$ cat src/rtl/paddle_input_if.sv
// Paddle front-end bus: ADC-side frame inputs, control inputs and
// published paddle positions.
interface paddle_input_if #(
    parameter int unsigned CHANNELS = 2,
    parameter int unsigned SAMPLE_W = 8,
    parameter int unsigned POS_W    = 10
);
    logic                         adc_busy;
    logic [CHANNELS*SAMPLE_W-1:0] adc_data;
    logic                         freeze;
    logic                         clr_overrun;
    logic [CHANNELS*POS_W-1:0]    pos;
    logic                         pos_valid;
    logic                         overrun;

    modport master (
        output adc_busy, adc_data, freeze, clr_overrun,
        input  pos, pos_valid, overrun
    );

    modport slave (
        input  adc_busy, adc_data, freeze, clr_overrun,
        output pos, pos_valid, overrun
    );
endinterface

$ cat src/rtl/paddle_input.sv
// N-channel paddle front end. A frame of ADC samples is captured on the
// falling edge of adc_busy, then each channel is IIR-smoothed, mapped to
// a screen Y range and deadbanded before being published.
//
// state  | meaning
// IDLE   | waiting for a busy falling edge
// FILT   | update the IIR accumulator of channel r_ch
// MAP    | map the filtered value of channel r_ch to a Y candidate
// DONE   | apply deadband / freeze, publish positions
module paddle_input #(
    parameter int unsigned CHANNELS   = 2,
    parameter int unsigned SAMPLE_W   = 8,
    parameter int unsigned POS_W      = 10,
    parameter int unsigned Y_MIN      = 0,
    parameter int unsigned Y_MAX      = 420,
    parameter int unsigned FILT_SHIFT = 2,
    parameter int unsigned DEADBAND   = 2
) (
    input  logic          clock_50MHz,
    input  logic          RESET_n,
    paddle_input_if.slave bus
);
    localparam int unsigned ACC_W  = SAMPLE_W + FILT_SHIFT;
    localparam int unsigned CH_W   = (CHANNELS > 1) ? $clog2(CHANNELS) : 1;
    localparam int unsigned SPAN   = Y_MAX - Y_MIN;
    localparam int unsigned PROD_W = SAMPLE_W + POS_W;

    typedef enum logic [1:0] {S_IDLE, S_FILT, S_MAP, S_DONE} state_t;

    state_t                       r_state, w_state_nxt;
    logic [CH_W-1:0]              r_ch, w_ch_nxt;
    logic                         r_busy_q;
    logic [CHANNELS*SAMPLE_W-1:0] r_samples;
    logic [ACC_W-1:0]             r_acc  [CHANNELS];
    logic [CHANNELS-1:0]          r_primed;
    logic [CHANNELS-1:0]          r_fresh;
    logic [POS_W-1:0]             r_cand [CHANNELS];
    logic [POS_W-1:0]             r_pos  [CHANNELS];
    logic                         r_pos_valid;
    logic                         r_overrun;
    logic                         r_thaw;

    logic                         w_edge;
    logic [SAMPLE_W-1:0]          w_s;
    logic [ACC_W-1:0]             w_acc_cur;
    logic [SAMPLE_W-1:0]          w_filt;
    logic [ACC_W-1:0]             w_acc_new;
    logic [PROD_W-1:0]            w_prod;
    logic [POS_W-1:0]             w_cand;
    logic [POS_W-1:0]             w_pos_nxt [CHANNELS];
    logic [CHANNELS*POS_W-1:0]    w_pos_packed;

    assign w_edge    = r_busy_q & ~bus.adc_busy;
    assign w_s       = r_samples[r_ch*SAMPLE_W +: SAMPLE_W];
    assign w_acc_cur = r_acc[r_ch];
    assign w_filt    = SAMPLE_W'(w_acc_cur >> FILT_SHIFT);
    // Modular arithmetic is safe: the true result always fits in ACC_W.
    assign w_acc_new = r_primed[r_ch] ? (w_acc_cur + ACC_W'(w_s) - ACC_W'(w_filt))
                                      : (ACC_W'(w_s) << FILT_SHIFT);
    assign w_prod    = PROD_W'(w_filt) * PROD_W'(SPAN);
    assign w_cand    = POS_W'(Y_MIN) + POS_W'(w_prod >> SAMPLE_W);

    // Next-state: one state per cycle, walking FILT/MAP over every channel.
    always_comb begin
        w_state_nxt = r_state;
        w_ch_nxt    = r_ch;
        case (r_state)
            S_IDLE: if (w_edge) begin
                w_state_nxt = S_FILT;
                w_ch_nxt    = '0;
            end
            S_FILT: w_state_nxt = S_MAP;
            S_MAP: begin
                if (r_ch == CH_W'(CHANNELS - 1)) begin
                    w_state_nxt = S_DONE;
                end else begin
                    w_state_nxt = S_FILT;
                    w_ch_nxt    = r_ch + CH_W'(1);
                end
            end
            S_DONE:  w_state_nxt = S_IDLE;
            default: w_state_nxt = S_IDLE;
        endcase
    end

    // Deadband decision per channel; fresh priming or a thaw bypasses it.
    always_comb begin
        logic [POS_W-1:0] diff;
        for (int k = 0; k < CHANNELS; k++) begin
            diff = (r_cand[k] > r_pos[k]) ? (r_cand[k] - r_pos[k]) : (r_pos[k] - r_cand[k]);
            w_pos_nxt[k] = r_pos[k];
            if ((32'(diff) > DEADBAND) || r_fresh[k] || r_thaw)
                w_pos_nxt[k] = r_cand[k];
        end
    end

    // Pack the per-channel positions onto the output bus.
    always_comb begin
        w_pos_packed = '0;
        for (int k = 0; k < CHANNELS; k++)
            w_pos_packed[k*POS_W +: POS_W] = r_pos[k];
    end

    assign bus.pos       = w_pos_packed;
    assign bus.pos_valid = r_pos_valid;
    assign bus.overrun   = r_overrun;

    // State and channel index registers.
    always_ff @(posedge clock_50MHz or negedge RESET_n) begin
        if (!RESET_n) begin
            r_state <= S_IDLE;
            r_ch    <= '0;
        end else begin
            r_state <= w_state_nxt;
            r_ch    <= w_ch_nxt;
        end
    end

    // Busy edge detector and frame capture (only accepted in IDLE).
    always_ff @(posedge clock_50MHz or negedge RESET_n) begin
        if (!RESET_n) begin
            r_busy_q  <= 1'b0;
            r_samples <= '0;
        end else begin
            r_busy_q <= bus.adc_busy;
            if (r_state == S_IDLE && w_edge)
                r_samples <= bus.adc_data;
        end
    end

    // IIR accumulator update; an unprimed channel is loaded directly.
    always_ff @(posedge clock_50MHz or negedge RESET_n) begin
        if (!RESET_n) begin
            for (int k = 0; k < CHANNELS; k++) r_acc[k] <= '0;
            r_primed <= '0;
            r_fresh  <= '0;
        end else if (r_state == S_FILT) begin
            r_acc[r_ch]    <= w_acc_new;
            r_primed[r_ch] <= 1'b1;
            r_fresh[r_ch]  <= ~r_primed[r_ch];
        end
    end

    // Mapped candidate per channel, consumed at DONE.
    always_ff @(posedge clock_50MHz or negedge RESET_n) begin
        if (!RESET_n) begin
            for (int k = 0; k < CHANNELS; k++) r_cand[k] <= POS_W'(Y_MIN);
        end else if (r_state == S_MAP) begin
            r_cand[r_ch] <= w_cand;
        end
    end

    // Publish positions at DONE unless frozen; remember a freeze for the thaw bypass.
    always_ff @(posedge clock_50MHz or negedge RESET_n) begin
        if (!RESET_n) begin
            for (int k = 0; k < CHANNELS; k++) r_pos[k] <= POS_W'(Y_MIN);
            r_pos_valid <= 1'b0;
            r_thaw      <= 1'b0;
        end else begin
            r_pos_valid <= 1'b0;
            if (bus.freeze) begin
                r_thaw <= 1'b1;
            end else if (r_state == S_DONE) begin
                for (int k = 0; k < CHANNELS; k++) r_pos[k] <= w_pos_nxt[k];
                r_pos_valid <= 1'b1;
                r_thaw      <= 1'b0;
            end
        end
    end

    // Sticky overrun: an edge outside IDLE drops the frame; set beats clear.
    always_ff @(posedge clock_50MHz or negedge RESET_n) begin
        if (!RESET_n)
            r_overrun <= 1'b0;
        else if (w_edge && r_state != S_IDLE)
            r_overrun <= 1'b1;
        else if (bus.clr_overrun)
            r_overrun <= 1'b0;
    end
endmodule

$ cat src/flat_wrapper.sv
// flat-port wrapper written by rule: the top's interface ports become plain ports
module paddle_input_flat 
#(
    parameter int unsigned CHANNELS   = 2,
    parameter int unsigned SAMPLE_W   = 8,
    parameter int unsigned POS_W      = 10,
    parameter int unsigned Y_MIN      = 0,
    parameter int unsigned Y_MAX      = 420,
    parameter int unsigned FILT_SHIFT = 2,
    parameter int unsigned DEADBAND   = 2
)
  (clock_50MHz, RESET_n, bus_adc_busy, bus_adc_data, bus_freeze, bus_clr_overrun, bus_pos, bus_pos_valid, bus_overrun);
  paddle_input_if #(.CHANNELS(CHANNELS), .SAMPLE_W(SAMPLE_W), .POS_W(POS_W)) bus_i ();
  input  logic clock_50MHz;
  input  logic RESET_n;
  input wire logic [$bits(bus_i.adc_busy)-1:0] bus_adc_busy;
  input wire logic [$bits(bus_i.adc_data)-1:0] bus_adc_data;
  input wire logic [$bits(bus_i.freeze)-1:0] bus_freeze;
  input wire logic [$bits(bus_i.clr_overrun)-1:0] bus_clr_overrun;
  output wire logic [$bits(bus_i.pos)-1:0] bus_pos;
  output wire logic [$bits(bus_i.pos_valid)-1:0] bus_pos_valid;
  output wire logic [$bits(bus_i.overrun)-1:0] bus_overrun;
  assign bus_i.adc_busy = bus_adc_busy;
  assign bus_i.adc_data = bus_adc_data;
  assign bus_i.freeze = bus_freeze;
  assign bus_i.clr_overrun = bus_clr_overrun;
  assign bus_pos = bus_i.pos;
  assign bus_pos_valid = bus_i.pos_valid;
  assign bus_overrun = bus_i.overrun;
  paddle_input #(.CHANNELS(CHANNELS), .SAMPLE_W(SAMPLE_W), .POS_W(POS_W), .Y_MIN(Y_MIN), .Y_MAX(Y_MAX), .FILT_SHIFT(FILT_SHIFT), .DEADBAND(DEADBAND)) u_core (.clock_50MHz(clock_50MHz), .RESET_n(RESET_n), .bus(bus_i));
endmodule
$ cat config.mk
export PLATFORM = sky130hd
export DESIGN_NAME = paddle_input_flat
export DESIGN_NICKNAME = d
export VERILOG_FILES = /design/src/rtl/paddle_input_if.sv /design/src/rtl/paddle_input.sv /design/src/flat_wrapper.sv
export SDC_FILE = /design/constraint.sdc
export NUM_CORES = 1
export LEC_CHECK = 0
export ABC_CLOCK_PERIOD_IN_PS = 9200
export CAP_MARGIN = 20
export CORE_ASPECT_RATIO = 1.2
export CORE_UTILIZATION = 35
export CTS_CLUSTER_SIZE = 16
export DETAILED_ROUTE_END_ITERATION = 8
export HOLD_SLACK_MARGIN = 0.1
export PLACE_DENSITY = 0.54
export SKIP_LAST_GASP = 1
export SLEW_MARGIN = 20
export SYNTH_ARGS = -nofsm -noshare
export SYNTH_HDL_FRONTEND = slang
export SYNTH_SLANG_ARGS = --single-unit
$ cat constraint.sdc
create_clock -name clock_50MHz -period 9.2 [get_ports clock_50MHz]
set_clock_uncertainty 0.2 [all_clocks]
set_input_delay 0.92 -clock clock_50MHz [delete_from_list [all_inputs] [get_ports clock_50MHz]]
set_output_delay 0.92 -clock clock_50MHz [all_outputs]
set_load 0.02 [all_outputs]
* Yosys cells after proc, flatten, opt, wreduce, memory -nomap -nowiden
Index checks and enable logic that the tools add are counted.
** Operators by class
- Shift operators :: 1
- Magnitude comparators :: 8
- Equality and inequality tests :: 4
- Add/subtract/negate cells :: 7
- Reductions and logical operators :: 16
- Bitwise gates (word level) :: 6
- Mux-type cells :: 27
- $mul :: 1
** Operator list (number)
- $mux 10 :: 7
- $bwmux 20 :: 2
- $sub 10x10->10 :: 4
- $gt 10x10->1 :: 2
- $gt 10x2->1 const B :: 2
- $shiftx 16x5->8 :: 1
- $mul 8x7->15 const B :: 1
- $mux 1 :: 11
- $add 10x8->10 :: 1
- $demux 10 s1 :: 1
- $sub 10x8->10 :: 1
- $pmux 2 s4 :: 1
- $reduce_bool 2->1 :: 4
- $reduce_and 3->1 :: 2
- $eq 2x2->1 const B :: 2
- $logic_and 1x1->1 :: 4
- $logic_or 1x1->1 :: 4
- $mux 2 :: 2
- $not 1->1 :: 3
- $bwmux 2 :: 1
- $eq 2x1->1 const B :: 1
- $ge 2x2->1 const B :: 1
- $logic_not 2->1 :: 1
- $lt 1x2->1 const B :: 1
- 10 further kinds :: 10
** Word-level totals
- Flip-flop bits (word level) :: 87
- Output and inout port bits :: 22
- Input port bits :: 21
- Logic and storage cells :: 85

* Depth between registers and ports, before layout
Gate-level depths: netlist of the first run.
- Depth after elaboration :: 8
- Gate-level depth with buffers :: 22
- Depth with buffers taken out :: 19

* Worst setup path before layout of the first run
Ideal clock, no wire load.
- Path type :: reg-to-reg
- Start point :: register u_core.r_ch
- End point :: register u_core.r_cand[17] (netlist bit)
- Stages on the path, launching flop included :: 23
- Setup time :: 0.134 ns
- Path buffers :: 3
- Data required time :: 8.866 ns
- Path slack :: 3.933 ns
- Clock period less this slack :: 5.267 ns
- Arrival time :: 4.933 ns
- Cell sequence :: dfrtp_1 -> buf_4 -> buf_1 -> buf_1 -> mux2i_1 -> inv_1 -> ha_1 -> inv_1 -> fa_1 -> inv_1 -> ha_1 -> inv_1 -> fa_1 -> inv_1 -> ha_1 -> nand4_1 -> nor3_1 -> o31a_1 -> o211ai_1 -> a21oi_1 -> nor2_1 -> xor2_1 -> o21ai_0
** On the way
- Word-level cells in the longest chain between the ends :: 6
- Elaborated cells between the ends (all ways) :: 11
- Classes of those cells :: 1 x mul; 2 x order compare; 6 x mux; 1 x bitwise; 1 x reduce/logical
** RTL lines
- start: declaration :: line paddle_input.sv:31 : logic [CH_W-1:0] r_ch, w_ch_nxt;
- start signal: assignment :: line paddle_input.sv:115 : r_ch <= w_ch_nxt;
- $not 1->2 (implied by the code) (*) :: line paddle_input.sv:55, paddle_input.sv:149
- $mux 10 (implied by the code), or another cell as far along :: line paddle_input.sv:55 : assign w_acc_cur = r_acc[r_ch];
- $mux 10 (implied by the code) / $logic_and 1x1->1 (equally long branches) :: line paddle_input.sv:55, paddle_input.sv:149
- $mux 10, on equally long branches :: line paddle_input.sv:55, paddle_input.sv:149
- $mul 8x7->15 / $demux 10 s1 (equally long branches) :: line paddle_input.sv:60, paddle_input.sv:149
- $bwmux 20 (*) :: line paddle_input.sv:149 : r_cand[r_ch] <= w_cand;
- end signal: indexed assignment :: line paddle_input.sv:149
- end: declaration :: line paddle_input.sv:37 : logic [POS_W-1:0] r_cand [CHANNELS];
Every way passes the cells marked *; elsewhere a longest branch is shown, timed or not. The select of a mux whose other input is x is not followed.
A chain may end at the register's enable or synchronous reset.

* Worst setup path in the final report of the first run
- Start point :: register u_core.r_ch
- End point :: register u_core.r_cand[7] (netlist bit)
The elaborated chain is that of the path after synthesis.

==> results of run 1 <==
## critical path, stage by stage (launching register included)
cell	delay (ns)
sky130_fd_sc_hd__dfrtp_1	0.32
sky130_fd_sc_hd__buf_4	0.36
sky130_fd_sc_hd__mux2i_1	0.40
sky130_fd_sc_hd__inv_1	0.18
sky130_fd_sc_hd__ha_1	0.33
sky130_fd_sc_hd__inv_1	0.06
sky130_fd_sc_hd__fa_1	0.50
sky130_fd_sc_hd__inv_1	0.04
sky130_fd_sc_hd__ha_1	0.26
sky130_fd_sc_hd__inv_1	0.05
sky130_fd_sc_hd__fa_1	0.50
sky130_fd_sc_hd__inv_1	0.04
sky130_fd_sc_hd__ha_1	0.33
sky130_fd_sc_hd__nand4_1	0.10
sky130_fd_sc_hd__nor3_1	0.23
sky130_fd_sc_hd__o31a_1	0.25
sky130_fd_sc_hd__o211ai_1	0.13
sky130_fd_sc_hd__a21oi_1	0.26
sky130_fd_sc_hd__nor2_1	0.08
sky130_fd_sc_hd__xor2_1	0.16
sky130_fd_sc_hd__o21ai_0	0.09
## path summary, 6_finish.rpt
| path | slack (ns) | endpoint | cells after the start | start |
|---|---|---|---|---|
| max | 4.14 | u_core.r_cand[7] | 20 | u_core.r_ch |
| min | 0.28 | u_core.r_acc[11] | 2 | u_core.r_acc[11] |
| max reg2reg | 4.14 | u_core.r_cand[7] | 20 | u_core.r_ch |
| min reg2reg | 0.28 | u_core.r_acc[11] | 2 | u_core.r_acc[11] |
| max in group asynchronous | 7.85 | u_core.r_primed[0] | 1 | RESET_n |
| min in group asynchronous | 0.40 | u_core.bus.pos[4] | 1 | RESET_n |
## sequential cells by signal, indices dropped and copies added, names as in the netlist, 2 cells and up
| name | count |
|---|---|
| u_core.r_primed | 2 |
| u_core.r_acc | 20 |
| u_core.r_cand | 18 |
| u_core.r_state | 2 |
| u_core.r_fresh | 2 |
| u_core.bus.pos | 18 |
| u_core.r_samples | 16 |
## cells in the mapped netlist, types with 10 or more instances
cell type,number,share of area [%]
sky130_fd_sc_hd__xor2_1,14,1.9
sky130_fd_sc_hd__o21ai_0,60,4.6
sky130_fd_sc_hd__nand2_1,57,3.3
sky130_fd_sc_hd__nor2b_1,10,0.96
sky130_fd_sc_hd__xnor2_1,16,2.1
sky130_fd_sc_hd__nor2_1,26,1.5
sky130_fd_sc_hd__clkbuf_1,12,0.69
sky130_fd_sc_hd__fa_1,17,5.2
sky130_fd_sc_hd__nor3_1,10,0.77
sky130_fd_sc_hd__inv_1,100,5.7
sky130_fd_sc_hd__a21o_1,13,1.5
sky130_fd_sc_hd__mux2_2,19,3.3
sky130_fd_sc_hd__ha_1,85,16
sky130_fd_sc_hd__dfrtp_1,83,32
sky130_fd_sc_hd__a21oi_1,37,2.8
sky130_fd_sc_hd__mux2i_1,38,5.8
sky130_fd_sc_hd__nand2b_1,10,0.96
## cell families (layout without fill, tap and decap cells)
family,count (synthesis),in the layout,share of synthesized area (%)
multiplexers,57,57,9.09
AND/OR/NAND/NOR,145,145,10.6
flip-flops,83,83,31.8
XOR/XNOR,30,30,4.02
adder cells (fa/ha/maj),102,102,21.5
buffers and inverters,128,160,8.00
other,1,2,0.0574
AO/OA/AOI/OAI,158,158,15.0
## routing by layer
layer | vias up | wire length, µm | global-route usage, % | share of wire, %
met5 | - | 0 | 0 | 0
met4 | 0 | 135 | 3.93 | 0.98
met3 | 13 | 362 | 3.20 | 2.6
met2 | 67 | 7160 | 28.9 | 52
met1 | 2288 | 6170 | 17.5 | 45
li1 | 2432 | - | - | -
## stage by stage
stage | hold WS [ns] | worst slack [ns] | cells
detailed placement | 0.272 | 4.13 | 945
global placement | 0.262 | 4.33 | 944
finish | 0.283 | 4.14 | 961
CTS | 0.287 | 4.12 | 961
global route | 0.311 | 3.74 | 961
floorplan | 0.244 | 3.93 | 705
## area by class of cell
cell class / instances / area (µm²) / area share, %
inverters: 100 / 375 / 5.08
clock buffers: 12 / 236 / 3.20
flip-flops and latches: 83 / 2080 / 28.1
well taps: 224 / 280 / 3.79
multi-input cells: 494 / 3940 / 53.3
clock inverters: 4 / 48.8 / 0.660
repair buffers: 44 / 432 / 5.84
==> impl_metrics.tcl, run 1 <==
set metrics [dict create \
    status "completed" \
    fin_nets 855 \
    die_area_mm2 0.0192 \
    setup_total_negative_slack_ns 0 \
    grt.overflow.total 0 \
    syn_avg_cell_area_um2 9.28 \
    period_minus_slack_ns 5.06 \
    post_route_cells_drive_above_1_share_pct 6.65 \
    gp_routability_congestion 0.866 \
    finalSetupViolCount 0 \
    num_rows 54 \
    area_growth_pct 13.1 \
    slew_at_the_pin_closest_to_its_max_slew_limit_ns 0.847 \
    post_cts_resize_count 0 \
    max_cap_violations 0 \
    cts_buffers 9 \
    postSynth.topFlopCell "sky130_fd_sc_hd__dfrtp_1" \
    antenna_found_initial 0 \
    cts_hold_buf 0 \
    sink_count 83 \
    cts_buffer_depth 2 \
    drt_first_iter_violations 177 \
    h_tree_lvls 3 \
    cts_root_buffer "sky130_fd_sc_hd__clkbuf_16" \
    detail_route.drc_violations 0 \
    vias_in_the_first_global_route 4933 \
    core_region_area_mm2 0.0182 \
    grt_max_degree 84 \
    drtPass1Iterations 4 \
    post_synth_instance_area_mm2 0.00654 \
    synth_enable_flop_cells 0 \
    max_freq_ghz 0.198 \
    cts_tree "built" \
    path_clk_slew_ns 0.07 \
    dp_hpwl_um 10900 \
    dieHeight_um 152 \
    cts_post_setup_buffers_inserted 0 \
    timing.setup.critical_path_class "reg2reg" \
    headroom_to_the_max_slew_limit_pct 41.9 \
    path_max_fanout 28 \
    placed_cell_area_mm2 0.00710 \
    design.portCount 43 \
    design_area_mm2 0.00739 \
    route.final.wire_length_um 13800 \
    required_ns 9.20 \
    layout_commonest_cell "sky130_fd_sc_hd__inv_1" \
    hp-class "reg2reg" \
    crit_arrival_ns 5.05 \
    synth.ff_latch_count 83 \
    io_buffers 40 \
    synth.lib_cells_used.distinct 56 \
    yosysWarningCount 0 \
    drt-vias-per-instance 4.99 \
    final_core_utilization_pct 40.5 \
    crit_path_start_kind "flip-flop" \
    finalHoldViolCount 0 \
    detail_route.wl_per_cell_um 14.4 \
    die_w_um 127 \
    floorplan.initialDensity_pct 35.8 \
    grt_pass1_wl_um 23200 \
    dr_total_vias 4800 \
    antennaDiodeCount 0 \
    synth_seq_area_share_pct 31.8 \
    mostFrequentLayoutCells "100 x sky130_fd_sc_hd__inv_1, 85 x sky130_fd_sc_hd__ha_1, 83 x sky130_fd_sc_hd__dfrtp_1" \
    period_share_pct 55.0 \
    netlist_instances 704 \
    maxSlewViolCount 0 \
    critical_path.endpoint_type "flip-flop" \
    detail-route-antenna-nets 0 \
    asyncSetResetFlopFracSynth_pct 100 \
    layout_filler_cell_count 1817 \
    rsz0062_at_grt "no" \
    track_usage_pct 15.3 \
    worstSkewPairLatency_ns 0.35 \
]
Power of run 1 is not shown: default switching activity piles up to over one toggle a cycle in this logic, so the estimate is an artifact.
==> run 2, diff against run 1 <==
--- a/config.mk
+++ b/config.mk
@@ -5,14 +5,14 @@
 export SDC_FILE = /design/constraint.sdc
 export NUM_CORES = 1
 export LEC_CHECK = 0
-export ABC_CLOCK_PERIOD_IN_PS = 9200
+export ABC_CLOCK_PERIOD_IN_PS = 4550
 export CAP_MARGIN = 20
 export CORE_ASPECT_RATIO = 1.2
 export CORE_UTILIZATION = 35
 export CTS_CLUSTER_SIZE = 16
 export DETAILED_ROUTE_END_ITERATION = 8
 export HOLD_SLACK_MARGIN = 0.1
-export PLACE_DENSITY = 0.54
+export PLACE_DENSITY = 0.56
 export SKIP_LAST_GASP = 1
 export SLEW_MARGIN = 20
 export SYNTH_ARGS = -nofsm -noshare
==> constraint.sdc (replaced) <==
create_clock -name clock_50MHz -period 4.55 [get_ports clock_50MHz]
set_clock_uncertainty 0.2 [all_clocks]
set_input_delay 0.455 -clock clock_50MHz [delete_from_list [all_inputs] [get_ports clock_50MHz]]
set_output_delay 0.455 -clock clock_50MHz [all_outputs]
set_load 0.02 [all_outputs]
==> run 2 against run 1 <==
Compared with the run above: worst hold slack got worse by 0.0056 ns; critical path depth fell by 2; register-to-register slack got worse by 3.9 ns; die area did not move; cell count rose by 1.7%; sequential share of layout area fell by 0.86 points; clock-buffer cell count did not move; non-clock buffer count rose by 16; worst setup slack got worse by 3.9 ns; sequential cell count did not move; critical path type unchanged.
==> impl_metrics.tcl, run 2 (synthesized netlist as in run 1, its figures left out) <==
set metrics [dict create \
    dpl_worst_slack_ns -0.0684 \
    design.portCount 43 \
    vias_in_the_first_global_route 4776 \
    cts_tree "built" \
    regToRegSetupSlack_ns 0.28 \
    core_region_area_mm2 0.0182 \
    max_freq_ghz 0.234 \
    drt_first_iter_violations 213 \
    num_rows 54 \
    combined_area_of_the_multi_input_logic_cells_mm2 0.00402 \
    worstSkewPairLatency_ns 0.34 \
    worstHoldEndpoint "u_core.r_acc[12]" \
    crit_path_start_kind "flip-flop" \
    layout_commonest_cell "sky130_fd_sc_hd__inv_1" \
    path_clk_slew_ns 0.06 \
    hp-class "reg2reg" \
    path_max_fanout 5 \
    die_area_mm2 0.0192 \
    antennaDiodeCount 0 \
    max_cap_violations 0 \
    finalSetupViolCount 0 \
    detail_route.drc_violations 0 \
    h_tree_lvls 3 \
    worst-r2r-cell-count 18 \
    largest_register_ff_count 20 \
    io_buffers 40 \
    area_growth_pct 16.8 \
    floorplan.initialDensity_pct 35.8 \
    dieHeight_um 152 \
    crit_arrival_ns 4.27 \
    cts_buffer_depth 2 \
    headroom_to_the_max_slew_limit_pct 46.8 \
    status "completed" \
    track_usage_pct 15.5 \
    grt_max_degree 48 \
    slew_at_the_pin_closest_to_its_max_slew_limit_ns 0.776 \
    routedLengthMet1_um 6380 \
    die_w_um 127 \
    layout_setup_ws_ns 0.276 \
    final-seq-area_mm2 0.00208 \
    period_share_pct 93.9 \
    route.top_layer_used "met4" \
    wl_met2_um 6810 \
    layout_filler_cell_count 1863 \
    detail_route.wl_per_cell_um 14.1 \
    dp_hpwl_um 10800 \
    hold_start "u_core.r_acc[12]" \
    gp_routability_congestion 0.825 \
    timing.rr.start "u_core.r_ch" \
    wl_met3_um 303 \
    cts_root_buffer "sky130_fd_sc_hd__clkbuf_16" \
    mostFrequentLayoutCells "95 x sky130_fd_sc_hd__inv_1, 83 x sky130_fd_sc_hd__ha_1, 82 x sky130_fd_sc_hd__dfrtp_1" \
    worst_hold_path_cell_count 2 \
    fin_nets 871 \
    grt_pass1_wl_um 23500 \
    dr_total_vias 4799 \
    critical_path.endpoint_type "flip-flop" \
    sink_count 83 \
    crit-reg2reg-capture "u_core.r_cand[7]" \
    top_register "u_core.r_acc" \
    drtPass1Iterations 4 \
    timing.setup.critical_path_class "reg2reg" \
    antenna_found_initial 0 \
    period_minus_slack_ns 4.27 \
    maxSlewViolCount 0 \
    cts_buffers 9 \
    setup_total_negative_slack_ns 0 \
    required_ns 4.55 \
    route.final.wire_length_um 13800 \
    grt.overflow.total 0 \
    post_route_cells_drive_above_1_share_pct 10.6 \
    detail-route-antenna-nets 0 \
    finalHoldViolCount 0 \
    drt-vias-per-instance 4.91 \
]
==> run 2: cell types whose count changed in the layout (fill, tap and decap cells not counted), moves of 3 or more <==
cell,change
sky130_fd_sc_hd__inv_2,+5
sky130_fd_sc_hd__mux2i_4,+3
sky130_fd_sc_hd__buf_4,+16
sky130_fd_sc_hd__mux2i_1,-4
sky130_fd_sc_hd__inv_1,-5
==> run 2: metrics by stage <==
| stage | cell area, µm² | instances | hold slack, ns | util [%] |
|---|---|---|---|---|
| 2_1_floorplan | 6590 | 705 | -0.0406 | - |
| 3_3_place_gp | 7200 | 954 | 0.262 | 39.5 |
| 3_5_place_dp | 7200 | 954 | 0.271 | 39.5 |
| 4_1_cts | 7540 | 971 | 0.286 | 41.3 |
| 5_1_grt | 7630 | 977 | 0.319 | 41.8 |
| 6_report | 7630 | 977 | 0.277 | 41.8 |
==> run 2: cell type report <==
class | instances | area share [%]
Multi-Input combinational cell | 494 | 52.7
Sequential cell | 83 | 27.2
Timing Repair Buffer | 60 | 7.21
Inverter | 100 | 4.92
Tap cell | 224 | 3.67
Clock buffer | 12 | 3.36
Clock inverter | 4 | 0.951
==> run 2: worst max-delay path by stage <==
| stage | slack [ns] | from | depth (start not counted) | end |
|---|---|---|---|---|
| floorplan | 0.004 | u_core.r_ch | 22 | u_core.r_cand[17] |
| global placement | 0.04 | u_core.r_ch | 19 | u_core.r_cand[7] |
| detailed placement | -0.07 | u_core.r_ch | 19 | u_core.r_cand[7] |
| CTS | 0.002 | u_core.r_ch | 19 | u_core.r_cand[7] |
| global route | -0.003 | u_core.r_ch | 19 | u_core.r_cand[7] |
| finish | 0.28 | u_core.r_ch | 18 | u_core.r_cand[7] |
==> run 2: repair_timing <==
| action | 4_1_cts | 5_1_grt |
|---|---|---|
| resized for setup | 1 | 12 |
| pin swaps | 0 | 5 |
| hold buffers | 1 | 0 |
| setup endpoints to repair | 4 | 10 |
| endpoints found under the hold margin | 46 | 0 |
| setup buffers | 0 | 6 |
==> run 2: routing by layer <==
metal	up-vias	track usage, %
met5	-	0
met4	0	5.65
met3	17	3.13
met2	54	27.0
met1	2258	19.1
li1	2470	-
==> run 2: critical path, stage by stage (launching register included) <==
cell and delay [ns]:
sky130_fd_sc_hd__dfrtp_2 0.47, sky130_fd_sc_hd__mux2i_4 0.26, sky130_fd_sc_hd__inv_2 0.09, sky130_fd_sc_hd__ha_4 0.26, sky130_fd_sc_hd__inv_1 0.04, sky130_fd_sc_hd__fa_1 0.49
sky130_fd_sc_hd__inv_1 0.04, sky130_fd_sc_hd__ha_1 0.27, sky130_fd_sc_hd__inv_1 0.05, sky130_fd_sc_hd__fa_1 0.49, sky130_fd_sc_hd__inv_2 0.05, sky130_fd_sc_hd__ha_4 0.24
sky130_fd_sc_hd__nor2b_1 0.14, sky130_fd_sc_hd__o31a_1 0.32, sky130_fd_sc_hd__o211ai_1 0.24, sky130_fd_sc_hd__a21oi_2 0.09, sky130_fd_sc_hd__nor2_1 0.13, sky130_fd_sc_hd__xor2_1 0.20
sky130_fd_sc_hd__o21ai_1 0.08
Power of run 2 is left out for the same reason.
==> run 3, diff against run 2 <==
--- a/config.mk
+++ b/config.mk
@@ -11,10 +11,10 @@
 export CORE_UTILIZATION = 35
 export CTS_CLUSTER_SIZE = 16
 export DETAILED_ROUTE_END_ITERATION = 8
+export GPL_ROUTABILITY_DRIVEN = 0
 export HOLD_SLACK_MARGIN = 0.1
 export PLACE_DENSITY = 0.56
 export SKIP_LAST_GASP = 1
-export SLEW_MARGIN = 20
 export SYNTH_ARGS = -nofsm -noshare
 export SYNTH_HDL_FRONTEND = slang
 export SYNTH_SLANG_ARGS = --single-unit
==> results of run 3 <==
Same layout as run 2: the final DEF is identical, and so are final timing and power.
Power of run 3 is left out for the same reason.
